**src/rtl/inst_fetch_unit_pkg.sv**
```systemverilog
// Shared fetch-path widths, reset PC default and the queue entry layout.
// Imported by the fetch top level and its instruction queue.
package inst_fetch_unit_pkg;

  localparam int INSTR_W = 32;
  localparam int ADDR_W  = 16;

  localparam logic [ADDR_W-1:0] DEF_RESET_PC = 16'h0000;

  typedef struct packed {
    logic [ADDR_W-1:0]  pc;
    logic [INSTR_W-1:0] instr;
  } fetch_entry_t;

  // Word-address increment; wraps 16'hFFFF -> 16'h0000 by construction.
  function automatic logic [ADDR_W-1:0] pc_incr(input logic [ADDR_W-1:0] pc);
    return pc + 16'd1;
  endfunction

endpackage

```
**src/rtl/inst_fifo.sv**
```systemverilog
// Small circular queue of {pc, instr} entries between fetch and decode.
// Flush clears occupancy and pointers in one edge; storage is not reset.
module inst_fifo
  import inst_fetch_unit_pkg::*;
#(
  parameter int DEPTH = 2
) (
  input  logic                   clk,
  input  logic                   rst,
  input  logic                   push,
  input  logic                   pop,
  input  logic                   flush,
  input  fetch_entry_t           wr_entry,
  output fetch_entry_t           head,
  output logic [$clog2(DEPTH):0] count,
  output logic                   empty,
  output logic                   full
);

  localparam int PTR_W = $clog2(DEPTH);
  localparam int CNT_W = PTR_W + 1;

  fetch_entry_t     mem [DEPTH];
  logic [PTR_W-1:0] wr_ptr;
  logic [PTR_W-1:0] rd_ptr;
  logic             do_push;
  logic             do_pop;

  always_comb begin
    empty   = (count == '0);
    full    = (count == CNT_W'(DEPTH));
    do_pop  = pop & ~empty & ~flush;
    // A full queue still accepts a write when the head leaves on the same edge.
    do_push = push & (~full | do_pop) & ~flush;
  end

  always_ff @(posedge clk or posedge rst) begin
    if (rst) begin
      wr_ptr <= '0;
      rd_ptr <= '0;
      count  <= '0;
    end else if (flush) begin
      wr_ptr <= '0;
      rd_ptr <= '0;
      count  <= '0;
    end else begin
      if (do_push) wr_ptr <= wr_ptr + PTR_W'(1);
      if (do_pop)  rd_ptr <= rd_ptr + PTR_W'(1);
      case ({do_push, do_pop})
        2'b10:   count <= count + CNT_W'(1);
        2'b01:   count <= count - CNT_W'(1);
        default: count <= count;
      endcase
    end
  end

  always_ff @(posedge clk) begin
    if (do_push) mem[wr_ptr] <= wr_entry;
  end

  assign head = mem[rd_ptr];

endmodule

```
**src/rtl/inst_fetch_unit.sv**
```systemverilog
// Instruction fetch: PC register, imem addressing, and a decode-facing queue
// with valid/ready handshake; execute redirects flush the queue and reload PC.
module inst_fetch_unit
  import inst_fetch_unit_pkg::*;
#(
  parameter logic [15:0] RESET_PC = DEF_RESET_PC,
  parameter int          DEPTH    = 2
) (
  input  logic                   clk,
  input  logic                   rst,
  input  logic                   fetch_en,
  input  logic                   redirect_valid,
  input  logic [15:0]            redirect_pc,
  output logic [15:0]            imem_addr,
  input  logic [31:0]            imem_data,
  output logic                   out_valid,
  input  logic                   out_ready,
  output logic [31:0]            out_instr,
  output logic [15:0]            out_pc,
  output logic [$clog2(DEPTH):0] q_count
);

  logic [ADDR_W-1:0] pc;
  logic              pop;
  logic              push;
  logic              q_empty;
  logic              q_full;
  fetch_entry_t      wr_entry;
  fetch_entry_t      head;

  always_comb begin
    pop      = out_valid & out_ready;
    push     = fetch_en & ~redirect_valid & (~q_full | pop);
    wr_entry = '{pc: pc, instr: imem_data};
  end

  // Fetch stage: PC register; redirect wins over any push.
  always_ff @(posedge clk or posedge rst) begin
    if (rst)                 pc <= RESET_PC;
    else if (redirect_valid) pc <= redirect_pc;
    else if (push)           pc <= pc_incr(pc);
  end

  assign imem_addr = pc;

  inst_fifo #(
    .DEPTH (DEPTH)
  ) u_fifo (
    .clk      (clk),
    .rst      (rst),
    .push     (push),
    .pop      (pop & ~redirect_valid),
    .flush    (redirect_valid),
    .wr_entry (wr_entry),
    .head     (head),
    .count    (q_count),
    .empty    (q_empty),
    .full     (q_full)
  );

  // Decode side: head fields are zeroed whenever the queue is empty so stale
  // storage never reaches the outputs (including straight after reset).
  always_comb begin
    out_valid = ~q_empty;
    out_instr = out_valid ? head.instr : '0;
    out_pc    = out_valid ? head.pc    : '0;
  end

endmodule
```
**config.mk**
```make
export PLATFORM = sky130hd
export DESIGN_NAME = inst_fetch_unit
export DESIGN_NICKNAME = d
export VERILOG_FILES = /design/src/rtl/inst_fetch_unit_pkg.sv /design/src/rtl/inst_fifo.sv /design/src/rtl/inst_fetch_unit.sv
export SDC_FILE = /design/constraint.sdc
export NUM_CORES = 1
export LEC_CHECK = 0
export CORE_ASPECT_RATIO = 0.75
export CORE_MARGIN = 4
export CORE_UTILIZATION = 37
export DETAILED_ROUTE_END_ITERATION = 8
export PLACE_DENSITY_LB_ADDON = 0.05
export SETUP_SLACK_MARGIN = 0.5
export SLEW_MARGIN = 25
export SYNTH_ARGS = -nofsm -noshare
export SYNTH_HDL_FRONTEND = slang
export SYNTH_SLANG_ARGS = --single-unit
```
**constraint.sdc**
```tcl
create_clock -name clk -period 4.6 [get_ports clk]
set_clock_uncertainty 0.2 [all_clocks]
set_input_delay 0.46 -clock clk [delete_from_list [all_inputs] [get_ports clk]]
set_output_delay 0.46 -clock clk [all_outputs]
set_load 0.02 [all_outputs]
```
==> run metrics <==
r2r startpoint u_fifo.count[1]; initial antenna violation count 0; post-DP HPWL 6920 um; ant diodes 0; Synth-to-Final Area Change 41.9%; wire per inst 16.6 um; top-area cell type share of the netlist area 60.6%; most common cell after layout, fill and taps aside clkdlybuf4s50_1; die span in y 106 um; crit path kind flip-flop to primary output; DR DRC count 0; Post-Syn Area 4750 um^2; final core utilization 54.3%; I/O pins 120; clock sink count 116; Max Fanout on Critical Path 30; largest family of logic cells by synthesized area simple AND/OR/NAND/NOR gates; syn nets 385; XOR/XNOR Fraction of Synth Area 2.21%; Iter 0 DRT Violations 137; global route overflow 0; CTS Buf Count 17; clk_lat worst skew 0.41 ns; Setup crit end kind primary output; htree depth 4; Final Max Slew Viols 0; crit start category flip-flop; starting density of the core 38.2%; Vias 2983; commonest cells after routing, fill and taps aside 118 x clkdlybuf4s50_1, 96 x edfxtp_1, 56 x nor2_1, 51 x mux2i_1, 19 x dfrtp_1; pin count of the biggest net entering global routing 50; share of cells above drive strength 1 9.34%; number of global-route vias before repair 3147; core footprint 12400 um^2; Setup violations, final 0; CP required 3.94 ns; Detail Route Antenna Nets 0; Total Wirelength 10600 um; Mapped Cells 331; Slew headroom 39.7%; port buffer count 119; Register Area 3390 um^2; die width 139 um; Synth Area in Compound Gates 2.92%; Post-Syn Area per Cell 14.4 um^2; synth top area cells edfxtp_1 61%, mux2i_1 11%, dfrtp_1 11%, nor2_1 4.5%, xor2_1 1.8%; Root Driver clkbuf_16; period utilization 68.0%; # fillers 1059; min Tclk post-route 3.13 ns; synth warn 0; PD cells 440 nW/um^2; Yosys cell types 37; global-route wire length before repair 16500 um; outcome completed; Leak 2.32 nW; Post-synth ARST share 17.2%; Yosys reg bits 116; First-pass DRT Iterations 4; largest area contributor in the netlist edfxtp_1; GR Util All Layers 14.7%; Hold Violations, Final 0; Post-synth EDFFs 96; register area share after synthesis 71.2%; die footprint 14700 um^2; post-CTS resize count 0; Max clock buf depth 2; Post-CTS Setup Repair Bufs 0; worst vdd ir 274 uV; worst-margin pin slew 0.905 ns; f_max 320 MHz; Core Rows 35; Hold WC Path Type input port to asynchronous set/reset pin; RSZ-0062 raised after global routing no; Nets 512; vias per cell 4.68; Max Cap Viol 0; dominant synthesized flop cell edfxtp_1; post-route setup TNS 0 ns; TritonCTS clock tree done; Worst-path clk slew 0.05 ns; multiplexer share of the synthesized area 10.7%; Synth Area in Simple Gates 10.9%; Multi-input gate area 1320 um^2; Final Wtd Congestion 0.772; hold_buf cts 0; Post-Synth Adder-Cell Area 0.263%; crit path from u_fifo.count[0]; Arrival @ worst endpoint 2.47 ns
critical path, cell delays in order, from the launching register on:
cell and delay, ns:
dfrtp_1 0.46, nor2_4 0.48, buf_4 0.43, inv_1 0.13, clkdlybuf4s50_1 0.56
routing by layer:
metal	track usage, %	wire length [um]
met2	23.1	4960
met1	18.4	4810
met5	0	0
met3	6.56	689
met4	4.61	107
synth_stat cells, drive strengths merged (3+ instances only):
| cell type | count |
|---|---|
| nand3 | 6 |
| nor2 | 57 |
| o31ai | 3 |
| xor2 | 10 |
| and3 | 3 |
| inv | 3 |
| clkbuf | 8 |
| edfxtp | 96 |
| nor3 | 3 |
| nand2 | 17 |
| a31oi | 5 |
| mux2i | 51 |
| or4 | 3 |
| buf | 8 |
| nand4 | 6 |
| o21ai | 13 |
| dfrtp | 20 |
power breakdown:
group	total, mW	switching, mW	internal [mW]	leakage (nW)
Combinational	0.368	0.184	0.185	0.911
Clock	1.33	0.434	0.898	0.288
Sequential	1.27	0.0641	1.20	1.12
per-stage QoR:
stage	std cells	hold WS, ns	setup WS (ns)	total power [mW]	area, um^2
6_report	637	0.328	1.47	2.97	6750
5_1_grt	637	0.379	1.32	3.09	6750
4_1_cts	637	0.340	1.41	3.01	6750
3_5_place_dp	605	0.378	1.76	1.66	6150
3_3_place_gp	605	0.368	1.80	1.66	6150
2_1_floorplan	331	0.224	1.10	1.46	4760
path summary, 6_finish.rpt:
check	end	slack, ns	depth (start not counted)
max	out_valid	1.47	4
min	imem_addr[14]	0.33	2
max reg2reg	u_fifo.mem[1][4]	2.40	4
min reg2reg	u_fifo.mem[0][32]	0.39	0
max in group asynchronous	u_fifo.rd_ptr	3.27	2
min in group clk	u_fifo.rd_ptr	0.35	2
cells by family after synthesis:
group | after synthesis
buffers and inverters | 20
AOI/OAI and AO/OA | 24
DFF | 116
muxes | 51
adders and majority gates | 1
and+or+nand+nor | 107
xor gates and xnor gates | 12
state kept, by name, summed over array words and instances, names as in the netlist:
register and flops:
u_fifo.count 2, imem_addr 16, u_fifo.wr_ptr 1, u_fifo.mem 96, u_fifo.rd_ptr 1
layout make-up:
cell class	instances	area share, %
clock inverter	11	2.35
clock buffer	21	6.53
sequential	116	50.2
inverter	4	0.223
tap	166	3.08
multi-input combinational	195	19.5
timing repair buffer	124	18.1
(Power assumes the default switching activity.)
